`src/rtl/uart_rx_pkg.sv`:
```
// Shared state encoding and constants for the UART receive path.
package uart_rx_pkg;

    typedef enum logic [2:0] {IDLE, START, DATA, PARITY, STOP} rx_state_e;

    localparam int DATA_WIDTH_DEF = 8;
    localparam int PRESCALE_W_DEF = 6;

    localparam int PRESCALE_X8  = 8;
    localparam int PRESCALE_X16 = 16;
    localparam int PRESCALE_X32 = 32;

    localparam logic PAR_EVEN = 1'b0;
    localparam logic PAR_ODD  = 1'b1;

endpackage

```
`src/rtl/uart_rx_sampler.sv`:
```
// Per-bit edge counter and mid-bit sampling for the UART receiver.
// UART_RX_MAJORITY_VOTE_EN selects a 2-of-3 vote around mid-bit instead of one sample.
module uart_rx_sampler
    import uart_rx_pkg::*;
#(
    parameter int PRESCALE_W = PRESCALE_W_DEF
) (
    input  logic                  clk,
    input  logic                  rst,
    input  logic                  rx_in,
    input  logic                  clr,
    input  logic [PRESCALE_W-1:0] prescale,
    output logic                  sample_done,
    output logic                  sampled_bit,
    output logic                  bit_end
);

    logic [PRESCALE_W-1:0] edge_cnt_q, edge_cnt_d;
    logic [PRESCALE_W-1:0] half;
    logic                  mid_q, mid_d;

    assign half        = prescale >> 1;
    assign sample_done = (edge_cnt_q == half + PRESCALE_W'(1));
    assign bit_end     = (edge_cnt_q == prescale - PRESCALE_W'(1));

    always_comb begin
        edge_cnt_d = bit_end ? '0 : edge_cnt_q + PRESCALE_W'(1);
        if (clr) edge_cnt_d = '0;
        mid_d = (edge_cnt_q == half) ? rx_in : mid_q;
    end

    always_ff @(posedge clk) begin
        if (rst) begin
            edge_cnt_q <= '0;
            mid_q      <= 1'b1;
        end else begin
            edge_cnt_q <= edge_cnt_d;
            mid_q      <= mid_d;
        end
    end

`ifdef UART_RX_MAJORITY_VOTE_EN
    logic early_q, early_d;

    always_comb early_d = (edge_cnt_q == half - PRESCALE_W'(1)) ? rx_in : early_q;

    always_ff @(posedge clk) begin
        if (rst) early_q <= 1'b1;
        else     early_q <= early_d;
    end

    // Third vote is the live line at the decision edge, so latency is unchanged.
    assign sampled_bit = (early_q & mid_q) | (early_q & rx_in) | (mid_q & rx_in);
`else
    assign sampled_bit = mid_q;
`endif

endmodule

```
`src/rtl/uart_rx_deserializer.sv`:
```
// UART receive deserializer: start, 8 data bits LSB first, optional parity, stop.
// Build with UART_RX_MAJORITY_VOTE_EN for majority-voted bit decisions.
module uart_rx_deserializer
    import uart_rx_pkg::*;
#(
    parameter int DATA_WIDTH = DATA_WIDTH_DEF,
    parameter int PRESCALE_W = PRESCALE_W_DEF
) (
    input  logic                  CLK,
    input  logic                  RST,
    input  logic                  RX_IN,
    input  logic                  PAR_EN,
    input  logic                  PAR_TYP,
    input  logic [PRESCALE_W-1:0] PRESCALE,
    output logic [DATA_WIDTH-1:0] P_DATA,
    output logic                  DATA_VALID,
    output logic                  PAR_ERR,
    output logic                  STP_ERR
);

    localparam int BCW = $clog2(DATA_WIDTH + 1);

    rx_state_e             state_q, state_d;
    logic [BCW-1:0]        bit_cnt_q, bit_cnt_d;
    logic [DATA_WIDTH-1:0] shift_q, shift_d;
    logic [DATA_WIDTH-1:0] p_data_q, p_data_d;
    logic [PRESCALE_W-1:0] prescale_q, prescale_d;
    logic                  par_en_q, par_en_d;
    logic                  par_typ_q, par_typ_d;
    logic                  par_mis_q, par_mis_d;
    logic                  valid_q, valid_d;
    logic                  par_err_q, par_err_d;
    logic                  stp_err_q, stp_err_d;
    logic                  sample_done, sampled_bit, bit_end, cnt_clr;

    assign cnt_clr = (state_d == IDLE);

    uart_rx_sampler #(.PRESCALE_W(PRESCALE_W)) u_sampler (
        .clk         (CLK),
        .rst         (RST),
        .rx_in       (RX_IN),
        .clr         (cnt_clr),
        .prescale    (prescale_q),
        .sample_done (sample_done),
        .sampled_bit (sampled_bit),
        .bit_end     (bit_end)
    );

    always_comb begin
        state_d    = state_q;
        bit_cnt_d  = bit_cnt_q;
        shift_d    = shift_q;
        p_data_d   = p_data_q;
        prescale_d = prescale_q;
        par_en_d   = par_en_q;
        par_typ_d  = par_typ_q;
        par_mis_d  = par_mis_q;
        valid_d    = 1'b0;
        par_err_d  = 1'b0;
        stp_err_d  = 1'b0;
        case (state_q)
            IDLE: begin
                // Frame configuration is frozen at the start edge.
                if (!RX_IN) begin
                    state_d    = START;
                    prescale_d = PRESCALE;
                    par_en_d   = PAR_EN;
                    par_typ_d  = PAR_TYP;
                    par_mis_d  = 1'b0;
                end
            end
            START: begin
                if (sample_done && sampled_bit) begin
                    state_d = IDLE;
                end else if (bit_end) begin
                    state_d   = DATA;
                    bit_cnt_d = '0;
                end
            end
            DATA: begin
                if (sample_done) begin
                    shift_d   = {sampled_bit, shift_q[DATA_WIDTH-1:1]};
                    bit_cnt_d = bit_cnt_q + BCW'(1);
                end
                if (bit_end && bit_cnt_q == BCW'(DATA_WIDTH))
                    state_d = par_en_q ? PARITY : STOP;
            end
            PARITY: begin
                if (sample_done)
                    par_mis_d = ((^shift_q) ^ (par_typ_q == PAR_ODD)) != sampled_bit;
                if (bit_end) state_d = STOP;
            end
            STOP: begin
                // Leave at the decision so a back-to-back start edge is not missed.
                if (sample_done) begin
                    state_d   = IDLE;
                    par_err_d = par_mis_q;
                    stp_err_d = !sampled_bit;
                    if (!par_mis_q && sampled_bit) begin
                        valid_d  = 1'b1;
                        p_data_d = shift_q;
                    end
                end
            end
            default: state_d = IDLE;
        endcase
    end

    always_ff @(posedge CLK) begin
        if (RST) begin
            state_q    <= IDLE;
            bit_cnt_q  <= '0;
            shift_q    <= '0;
            p_data_q   <= '0;
            prescale_q <= PRESCALE_W'(PRESCALE_X8);
            par_en_q   <= 1'b0;
            par_typ_q  <= PAR_EVEN;
            par_mis_q  <= 1'b0;
            valid_q    <= 1'b0;
            par_err_q  <= 1'b0;
            stp_err_q  <= 1'b0;
        end else begin
            state_q    <= state_d;
            bit_cnt_q  <= bit_cnt_d;
            shift_q    <= shift_d;
            p_data_q   <= p_data_d;
            prescale_q <= prescale_d;
            par_en_q   <= par_en_d;
            par_typ_q  <= par_typ_d;
            par_mis_q  <= par_mis_d;
            valid_q    <= valid_d;
            par_err_q  <= par_err_d;
            stp_err_q  <= stp_err_d;
        end
    end

    assign P_DATA     = p_data_q;
    assign DATA_VALID = valid_q;
    assign PAR_ERR    = par_err_q;
    assign STP_ERR    = stp_err_q;

endmodule
```
`config.mk`:
```
export PLATFORM = sky130hd
export DESIGN_NAME = uart_rx_deserializer
export DESIGN_NICKNAME = d
export VERILOG_FILES = /design/src/rtl/uart_rx_pkg.sv /design/src/rtl/uart_rx_sampler.sv /design/src/rtl/uart_rx_deserializer.sv
export SDC_FILE = /design/constraint.sdc
export NUM_CORES = 1
export LEC_CHECK = 0
export CORE_MARGIN = 2
export CORE_UTILIZATION = 40
export CTS_CLUSTER_DIAMETER = 100
export DETAILED_ROUTE_END_ITERATION = 10
export REMOVE_ABC_BUFFERS = 1
export SYNTH_ARGS = -nofsm -noshare
export SYNTH_HDL_FRONTEND = slang
export SYNTH_SLANG_ARGS = --single-unit
```
`constraint.sdc`:
```
create_clock -name CLK -period 7.2 [get_ports CLK]
set_clock_uncertainty 0.15 [all_clocks]
set_input_delay 1.8 -clock CLK [delete_from_list [all_inputs] [get_ports CLK]]
set_output_delay 1.8 -clock CLK [all_outputs]
set_load 0.1 [all_outputs]
```
==> metrics.csv, run 1 <==
metric;value;unit
outcome;completed;
arrival;1770;ps
synthAdderAreaFrac;0.03311;
pwr-share-seq;0.522;
cts_tree;done;
ir_worst_vdd;0.1251;mV
wl_per_cell;12.98;µm
yosysUniqueCellTypes;52;
synth_top_family_by_area;simple AND/OR/NAND/NOR gates;
cp-end-kind;output port;
yosys_most_used_dff;dfxtp_1;
yosys.area_share.simple;0.2285;
syn_inst;242;
grt_pass1_wl;7.659;mm
p_sw_frac;0.2728;
leakage;0.9204;nW
intPower;0.0003474;W
cts_buffers;5;
detailed_place_hpwl;3.043;mm
synth_top_area_share;0.3709;
cts.clk_slew.worst_paths;80;ps
grt_use_met1;0.2106;
min_period;3721;ps
synth-seq-cells;42;
finalSetupTns;0;ps
num_vias;1696;
initialDrtViolationCount;74;
io_buffer_count;21;
critPathRequiredTime;5250;ps
setup_violations;0;
row_count;27;
fmax;268.7;MHz
stdcell_count;331;
slowest_delay;1130;ps
path_cells;clkdlybuf4s50_1;
yosys.area.top_type;dfxtp_1;
insertion_delay;290;ps
hold_viol;0;
worstPathMaxFanout;2;
routabilityCongestion;0.8071;
clock_tree.buffer_depth;2;
io_pins;22;
p_sw;0.0001303;W
drive_gt1_frac;0.09653;
die-area;6286;µm²
area_growth;14.02;%
core_area;5507;µm²
tightest_slew;971.7;ps
grt_max_degree;49;
drt-pass1-iter-count;4;
post-synth-top-count-cell;dfxtp_1;
timing.rr.start;prescale_q[2];
antenna_cells;0;
synthXorXnorAreaFrac;0.1341;
finalCritPeriodShare;0.5168;
rsz0062_at_grt;no;
n_fill_cell;525;
initial_core_util;0.4117;
yosys-mux-area-fraction;0.07506;
relSlewSlack;0.3502;
hp-class;reg -> reg;
drv_slew;0;
globalRouteMet2Util;0.2390;
power_frac_comb;0.144;
crit_slowest_cell;clkdlybuf4s50_1;
placed_cells_incl_taps;323;
cts_hold_buf;0;
syn_area;2267;µm²
dieWidth;79.29;µm
seq_area;840.8;µm²
cts.htree.levels;2;
path_delay_family;buffers and inverters;
crit_type;reg -> out;
layout.nets;275;
multiInputGateArea;1311;µm²
yosysWarnings;0;
synth-edff-count;0;
ys_top_cells_by_count;42 x dfxtp_1, 28 x xnor2_1, 25 x nor2_1;
crit_path_start_kind;flip-flop;
cts_sinks;42;
crit_path_start;P_DATA[0];
viasPerCell;5.124;
die_h;79.29;µm
power_density;184.8;nW/µm²
grt.met3_usage;0.03636;
min_from;par_en_q;
ys_seq_area_frac;0.3709;
synthTopCellsByArea;dfxtp_1 37%, xnor2_1 11%, mux2i_1 7.5%;
grt_overflow_total;0;
cts_resized;0;
maxCapViolations;0;
cts_setup_buffers;0;
drc;0;
synth-compound-area-share;0.1076;
synthArstFlopShare;0;
antenna_found_initial;0;
syn_avg_cell_area;9.368;µm²
path_buf_inv;1;
routed_wirelength;4.298;mm
antenna_left;0;
clock_power_share;0.334;
grt_pass1_vias;1665;
root_buffer;clkbuf_8;
track_usage;0.1525;
busiest_layer;met2;
## registers in the layout, indices dropped and copies added, names as in the netlist
signal and flops:
par_typ_q 1, par_mis_q 1, prescale_q 6, bit_cnt_q 4
P_DATA 8, STP_ERR 1, state_q 3, DATA_VALID 1
par_en_q 1, u_sampler.sampled_bit 1, shift_q 8, u_sampler.edge_cnt_q 6
PAR_ERR 1
## power groups by stage
| stage | logic, W | clock network [W] | registers, W |
|---|---|---|---|
| after floorplan | 0.0000515 | 0 | 0.000251 |
| after global placement | 0.0000687 | 0 | 0.000255 |
| after detailed placement | 0.0000692 | 0 | 0.000255 |
| after CTS | 0.0000695 | 0.000164 | 0.000250 |
| after global routing | 0.0000773 | 0.000175 | 0.000251 |
| final | 0.0000686 | 0.000160 | 0.000249 |
## final timing paths
path / end / slack (ps) / depth (start not counted)
worst max-delay path: P_DATA[0] / 3480 / 1
worst min-delay path: par_en_q / 330 / 2
worst max register to register: bit_cnt_q[2] / 4330 / 8
worst min register to register: par_en_q / 330 / 2
## cell type report
type | instances | share of cell area
Clock inverter | 2 | 0.004840
Timing Repair Buffer | 22 | 0.08422
Multi-Input combinational cell | 179 | 0.5073
Inverter | 8 | 0.01162
Sequential cell | 42 | 0.3253
Clock buffer | 6 | 0.03195
Tap cell | 72 | 0.03485
## kinds of logic (layout without fill, tap and decap cells)
family,after synthesis,in the layout
buffers and inverters,21,38
AND/OR/NAND/NOR,90,90
XOR/XNOR,33,33
flip-flops,42,42
multiplexers,17,17
adder cells (fa/ha/maj),6,6
AO/OA/AOI/OAI,33,33
## cell usage in the layout (no fill, tap or decap), types with 2 or more instances in the layout
| cell type | netlist | routed |
|---|---|---|
| clkbuf_8 | 0 | 6 |
| nor3b_2 | 2 | 2 |
| xor2_1 | 3 | 3 |
| nand3b_1 | 2 | 2 |
| and3_1 | 2 | 2 |
| o311ai_1 | 2 | 2 |
| nand4_1 | 2 | 2 |
| a21oi_1 | 16 | 16 |
| dfxtp_1 | 42 | 42 |
| nand3_1 | 7 | 7 |
| o31ai_1 | 2 | 2 |
| nand2_1 | 24 | 24 |
| inv_1 | 8 | 8 |
| nor2_1 | 25 | 25 |
| or4_1 | 2 | 2 |
| or3_1 | 3 | 3 |
| xor2_2 | 2 | 2 |
| xnor2_1 | 28 | 28 |
| ha_1 | 6 | 6 |
| mux2i_1 | 17 | 17 |
| a2111oi_1 | 4 | 4 |
| nor2b_1 | 3 | 3 |
| clkdlybuf4s50_1 | 0 | 21 |
## routing by layer
metal	part of all wire	wire [µm]
met1	0.51	2171
met3	0.027	114
met4	0.014	60
met5	0	0
met2	0.45	1952
## per-stage QoR
step | util | cell area, µm² | power, W | hold WS [ps] | worst slack [ps]
CTS | 0.4694 | 2585 | 0.0004831 | 332.6 | 3468
detailed placement | 0.4522 | 2490 | 0.0003242 | 312.0 | 3221
global route | 0.4694 | 2585 | 0.0005030 | 364.1 | 3346
floorplan | - | 2182 | 0.0003028 | 285.7 | 3955
global placement | 0.4522 | 2490 | 0.0003239 | 307.9 | 3237
finish | 0.4694 | 2585 | 0.0004777 | 326.9 | 3479
Note: power is estimated with default switching activity, not from simulation.
==> inputs of run 2 (changes only) <==
clock period = 3.6 ns   (was 7.2 ns; I/O delays follow)
==> run 2 against run 1 <==
  * Clock-buffer cell count is 1 lower
  * Global-route usage up 0.16 points
  * Sequential share of layout area shrank 0.22 points
  * Sequential cell count unchanged
  * Critical path depth grew 7
==> metrics.csv, run 2 (same netlist as run 1, synthesis figures left out) <==
metric;value;unit;change
outcome;completed;;
hold_ws;320.8;ps;-6.102 ps
slowest_delay;580;ps;-550 ps
tightest_slew;552.1;ps;-419.6 ps
crit_slowest_cell;or4_1;;
relSlewSlack;0.6308;;+0.2806
setup_violations;0;;unchanged
r2r_slack;820;ps;-3510 ps
grt_overflow_total;0;;unchanged
cp-end-kind;flip-flop;;
die-area;6286;µm²;unchanged
drc;0;;unchanged
cts_resized;0;;unchanged
drt-pass1-iter-count;4;;unchanged
min_from;par_en_q;;
hold_depth;2;;unchanged
dieWidth;79.29;µm;unchanged
crit_path_start_kind;flip-flop;;
timing.rr.start;prescale_q[2];;
antenna_found_initial;0;;unchanged
cts_setup_buffers;0;;unchanged
routabilityCongestion;0.8845;;+9.6%
cts_buffers;5;;unchanged
cts_sinks;42;;unchanged
grt_max_degree;16;;-67%
initial_core_util;0.4117;;unchanged
stdcell_count;334;;+0.91%
whs_endpoint;par_en_q;;
cts.htree.levels;2;;unchanged
fmax;359.8;MHz;
reg2regPathDepth;8;;unchanged
seq_area;840.8;µm²;unchanged
clock_tree.buffer_depth;2;;unchanged
finalSetupTns;0;ps;unchanged
finalCritPeriodShare;0.7721;;
io_buffer_count;21;;unchanged
core_area;5507;µm²;unchanged
crit_type;reg -> reg;;
hp-class;reg -> reg;;
antenna_left;0;;unchanged
viasPerCell;5.120;;about the same
arrival;2830;ps;+1060 ps
io_pins;22;;unchanged
track_usage;0.1542;;+0.001642
initialDrtViolationCount;82;;+11%
area_growth;14.79;%;
hold_viol;0;;unchanged
r2r_end;bit_cnt_q[3];;
final_cell_mix;42 x dfxtp_1, 28 x xnor2_1, 25 x nor2_1;;
drive_gt1_frac;0.1489;;+0.05233
cts_hold_buf;0;;unchanged
row_count;27;;unchanged
placed_cells_incl_taps;326;;+0.93%
grt_pass1_wl;7.776;mm;+1.5%
worstPathMaxFanout;10;;+8
path_cells;inv_1 > ha_1 > xnor2_1 > nand2_1 > nor4_4 > nand3_2 > or4_1 > o311ai_1;;
final_common_cell;dfxtp_1;;
power_density;395.4;nW/µm²;+110%
min_period;2780;ps;
layout.nets;278;;+1.1%
detailed_place_hpwl;3.302;mm;+8.5%
grt_pass1_vias;1650;;-0.90%
rsz0062_at_grt;no;;
die_h;79.29;µm;unchanged
critPathRequiredTime;3650;ps;-1600 ps
leakage;0.9668;nW;+5.0%
multiInputGateArea;1311;µm²;unchanged
cts_tree;done;;
p_total;0.001029;W;+120%
antenna_cells;0;;unchanged
routed_wirelength;4.487;mm;+4.4%
n_fill_cell;528;;+0.57%
drv_slew;0;;unchanged
root_buffer;clkbuf_8;;
num_vias;1710;;+0.83%
ir_worst_vdd;0.2251;mV;+80%
wl_per_cell;13.43;µm;+3.5%
maxCapViolations;0;;unchanged
insertion_delay;290;ps;about the same
cts.clk_slew.worst_paths;90;ps;about the same
## run 2: cell count changes in the layout (fill, tap and decap cells not counted), sizes merged
cell and delta:
clkbuf -1, inv +1, clkinv -1, bufinv +1
buf +14, clkdlybuf4s50 -11
## run 2: report_power, final
part / switching [W] / internal, W / leakage [nW]
clock: 0.000176 / 0.000211 / 0.0563
sequential: 0.0000227 / 0.000476 / 0.340
combinational: 0.0000756 / 0.0000677 / 0.570
total: 0.000274 / 0.000755 / 0.967
## run 2: how the worst max path moves through the flow
stage / from / endpoint / slack, ps / depth (start not counted)
2_1_floorplan: prescale_q[2] / bit_cnt_q[2] / 1090 / 8
3_3_place_gp: RX_IN / u_sampler.edge_cnt_q[1] / 860 / 6
3_5_place_dp: prescale_q[2] / bit_cnt_q[3] / 830 / 8
4_1_cts: prescale_q[2] / bit_cnt_q[3] / 810 / 8
5_1_grt: prescale_q[2] / bit_cnt_q[2] / 600 / 8
6_report: prescale_q[2] / bit_cnt_q[3] / 820 / 8
## run 2: routing by layer
| layer | wire (µm) | part of all wire | global-route usage | vias up |
|---|---|---|---|---|
| met5 | 0 | 0 | 0 | - |
| li1 | - | - | - | 877 |
| met3 | 156 | 0.035 | 0.03636 | 4 |
| met2 | 2045 | 0.46 | 0.2407 | 32 |
| met1 | 2262 | 0.50 | 0.2146 | 797 |
| met4 | 23 | 0.0051 | 0.03793 | 0 |
## run 2: cell type report
type                    instances  area share
multi-input cells             179      0.5038
clock buffers                   5     0.02644
well taps                      72     0.03462
clock inverters                 3     0.01875
flip-flops and latches         42      0.3231
inverters                       8     0.01154
repair buffers                 25     0.08173
## run 2: stage by stage
stage / instance area (µm²) / setup slack (ps) / utilization
CTS: 2603 / 808.9 / 0.4726
global placement: 2485 / 858.1 / 0.4513
finish: 2603 / 820.5 / 0.4726
detailed placement: 2485 / 825.1 / 0.4513
global route: 2603 / 597.4 / 0.4726
floorplan: 2182 / 1090 / -
## run 2: worst max-delay path: cells and delay by family, from the launching register on
kind | cells | cell delay, ps
DFF | 1 | 490
AOI/OAI and AO/OA | 1 | 80
and+or+nand+nor | 4 | 1460
xor gates and xnor gates | 1 | 140
buffers and inverters | 1 | 80
adders and majority gates | 1 | 290
==> inputs of run 3 (changes only) <==
clock period = 2.41 ns   (was 3.6 ns; I/O delays follow)
==> run 3 against run 2 <==
  * Register-to-register slack got worse by 810 ps
  * Global-route usage increased by 0.29 points
  * Non-clock buffer count increased by 24
  * Total power increased by 44%
  * Clock-buffer cell count unchanged
  * Worst hold slack improved by 4.2 ps
  * Cell area increased by 8.9%
  * First-iteration DRC count increased by 40%
  * Routed wire length increased by 4.6%
  * Via count increased by 6.4%
  * Critical path type unchanged
  * Critical endpoint is now u_sampler.edge_cnt_q[0]
  * Highest routed layer unchanged
==> metrics.csv, run 3 (same netlist as run 1, synthesis figures left out) <==
metric;value;unit;change
grt_pass1_wl;7.838;mm;+0.80%
tightest_slew;601.3;ps;+49.18 ps
leakage;1.101;nW;+14%
die_h;79.29;µm;unchanged
track_usage;0.1571;;+0.002915
cts_tree;done;;
insertion_delay;290;ps;about the same
intPower;0.001061;W;+41%
cts.htree.levels;2;;unchanged
cts.clk_slew.worst_paths;90;ps;about the same
power_density;522.3;nW/µm²;+32%
crit_type;reg -> reg;;
viasPerCell;5.081;;-0.76%
drv_slew;0;;unchanged
min_period;2395;ps;-384.4 ps
p_sw_frac;0.2835;;+0.01724
crit_path_start_kind;flip-flop;;
cts_sinks;42;;unchanged
cts_hold_buf;0;;unchanged
relSlewSlack;0.5963;;-0.03451
critPathRequiredTime;2430;ps;-1220 ps
setup_violations;0;;unchanged
antenna_found_initial;0;;unchanged
final_common_cell;dfxtp_1;;
slowest_delay;410;ps;-170 ps
path_cells;buf_4 > nor4b_4 > xnor2_1 > nor3_4 > and2_4 > a211oi_2 > buf_4 > a2111oi_2;;
die-area;6286;µm²;unchanged
crit_end;u_sampler.edge_cnt_q[0];;
worstPathMaxFanout;7;;-3
timing.rr.start;prescale_q[3];;
ir_worst_vdd;0.2742;mV;+22%
row_count;27;;unchanged
antenna_left;0;;unchanged
final_core_util;0.5149;;+0.04226
num_vias;1819;;+6.4%
crit_slowest_cell;a2111oi_2;;
r2r_end;u_sampler.edge_cnt_q[0];;
root_buffer;clkbuf_8;;
reg2regPathDepth;8;;unchanged
fmax;417.5;MHz;+16%
arrival;2410;ps;-420 ps
finalSetupTns;0;ps;unchanged
p_sw;0.0004198;W;+53%
initial_core_util;0.4117;;unchanged
cp_common_cell;buf_4;;
outcome;completed;;
drc;0;;unchanged
initialDrtViolationCount;115;;+40%
dieWidth;79.29;µm;unchanged
grt_pass1_vias;1639;;-0.67%
antenna_cells;0;;unchanged
maxCapViolations;0;;unchanged
wl_per_cell;13.11;µm;-2.4%
power_frac_comb;0.188;;+0.049
grt_max_degree;28;;+12
detailed_place_hpwl;3.304;mm;about the same
routabilityCongestion;0.8314;;-6.0%
cts_buffers;5;;unchanged
n_fill_cell;498;;-5.7%
area_growth;25.06;%;
core_area;5507;µm²;unchanged
cp-end-kind;flip-flop;;
routed_wirelength;4.692;mm;+4.6%
clock_power_share;0.316;;-0.060
finalCritPeriodShare;0.9938;;+0.2217
hp-class;reg -> reg;;
rsz0062_at_grt;yes;;
clock_tree.buffer_depth;2;;unchanged
crit_path_start;prescale_q[3];;
grt_overflow_total;0;;unchanged
drt-pass1-iter-count;4;;unchanged
layout.nets;302;;+8.6%
final_cell_mix;40 x dfxtp_1, 37 x buf_4, 26 x xnor2_1;;
io_pins;22;;unchanged
drive_gt1_frac;0.2517;;+0.1029
r2r_slack;10;ps;-810 ps
pwr-share-seq;0.496;;+0.011
hold_viol;0;;unchanged
io_buffer_count;21;;unchanged
-- run 3: cell types whose count changed in the layout (fill, tap and decap cells not counted), sizes merged --
| cell | previous run | this run |
|---|---|---|
| buf | 15 | 39 |
| bufinv | 1 | 0 |
| clkinv | 0 | 1 |
-- run 3: power by group through the flow --
stage | logic (W) | registers (W) | clock network (W)
4_1_cts | 0.000256 | 0.000733 | 0.000487
2_1_floorplan | 0.000154 | 0.000751 | 0
5_1_grt | 0.000305 | 0.000738 | 0.000515
6_report | 0.000278 | 0.000735 | 0.000467
3_3_place_gp | 0.000254 | 0.000749 | 0
3_5_place_dp | 0.000255 | 0.000749 | 0
-- run 3: how the worst min path moves through the flow --
| stage | from | to | slack, ps | cells after the start |
|---|---|---|---|---|
| after floorplan | par_en_q | par_en_q | 290 | 2 |
| after global placement | par_typ_q | par_typ_q | 310 | 2 |
| after detailed placement | par_typ_q | par_typ_q | 310 | 2 |
| after CTS | par_typ_q | par_typ_q | 330 | 2 |
| after global routing | prescale_q[2] | prescale_q[2] | 370 | 2 |
| final | par_typ_q | par_typ_q | 320 | 2 |
-- run 3: through the flow --
step / setup slack (ps) / std cells / hold slack, ps / instance area (µm²) / total power [W]
CTS: -41.42 / 352 / 326.1 / 2739 / 0.001476
global placement: 4.874 / 344 / 309.4 / 2645 / 0.001003
finish: 14.90 / 358 / 325.0 / 2835 / 0.001481
detailed placement: -61.58 / 344 / 312.7 / 2645 / 0.001004
global route: -107.8 / 358 / 365.4 / 2835 / 0.001558
floorplan: -99.78 / 229 / 285.7 / 2182 / 0.0009047
-- run 3: critical path: cells and delay by family, from the launching register on --
family,cells,cell delay [ps]
xor+xnor,1,130
buf+inv,2,350
flops,1,360
simple gates,3,790
compound gates,2,490
-- run 3: layout make-up --
type	instances	area (µm²)	area share
multi-input combinational	179	1360	0.4797
sequential	42	843.3	0.2974
timing repair buffer	49	417.9	0.1474
tap	72	90.09	0.03177
clock buffer	5	68.82	0.02427
inverter	8	30.03	0.01059
clock inverter	3	25.02	0.008826
-- run 3: repair_timing --
action	4_1_cts	5_1_grt
setup endpoints to repair	2	19
gates resized for setup	0	10
pin swaps	0	6
buffers inserted	0	6
-- run 3: layer usage --
metal,global-route usage,routed length [µm],vias up,part of all wire
met4,0.03621,32,0,0.0068
met2,0.2449,2205,33,0.47
met3,0.03409,137,5,0.029
met5,0,0,-,0
li1,-,-,931,-
met1,0.2218,2316,850,0.49
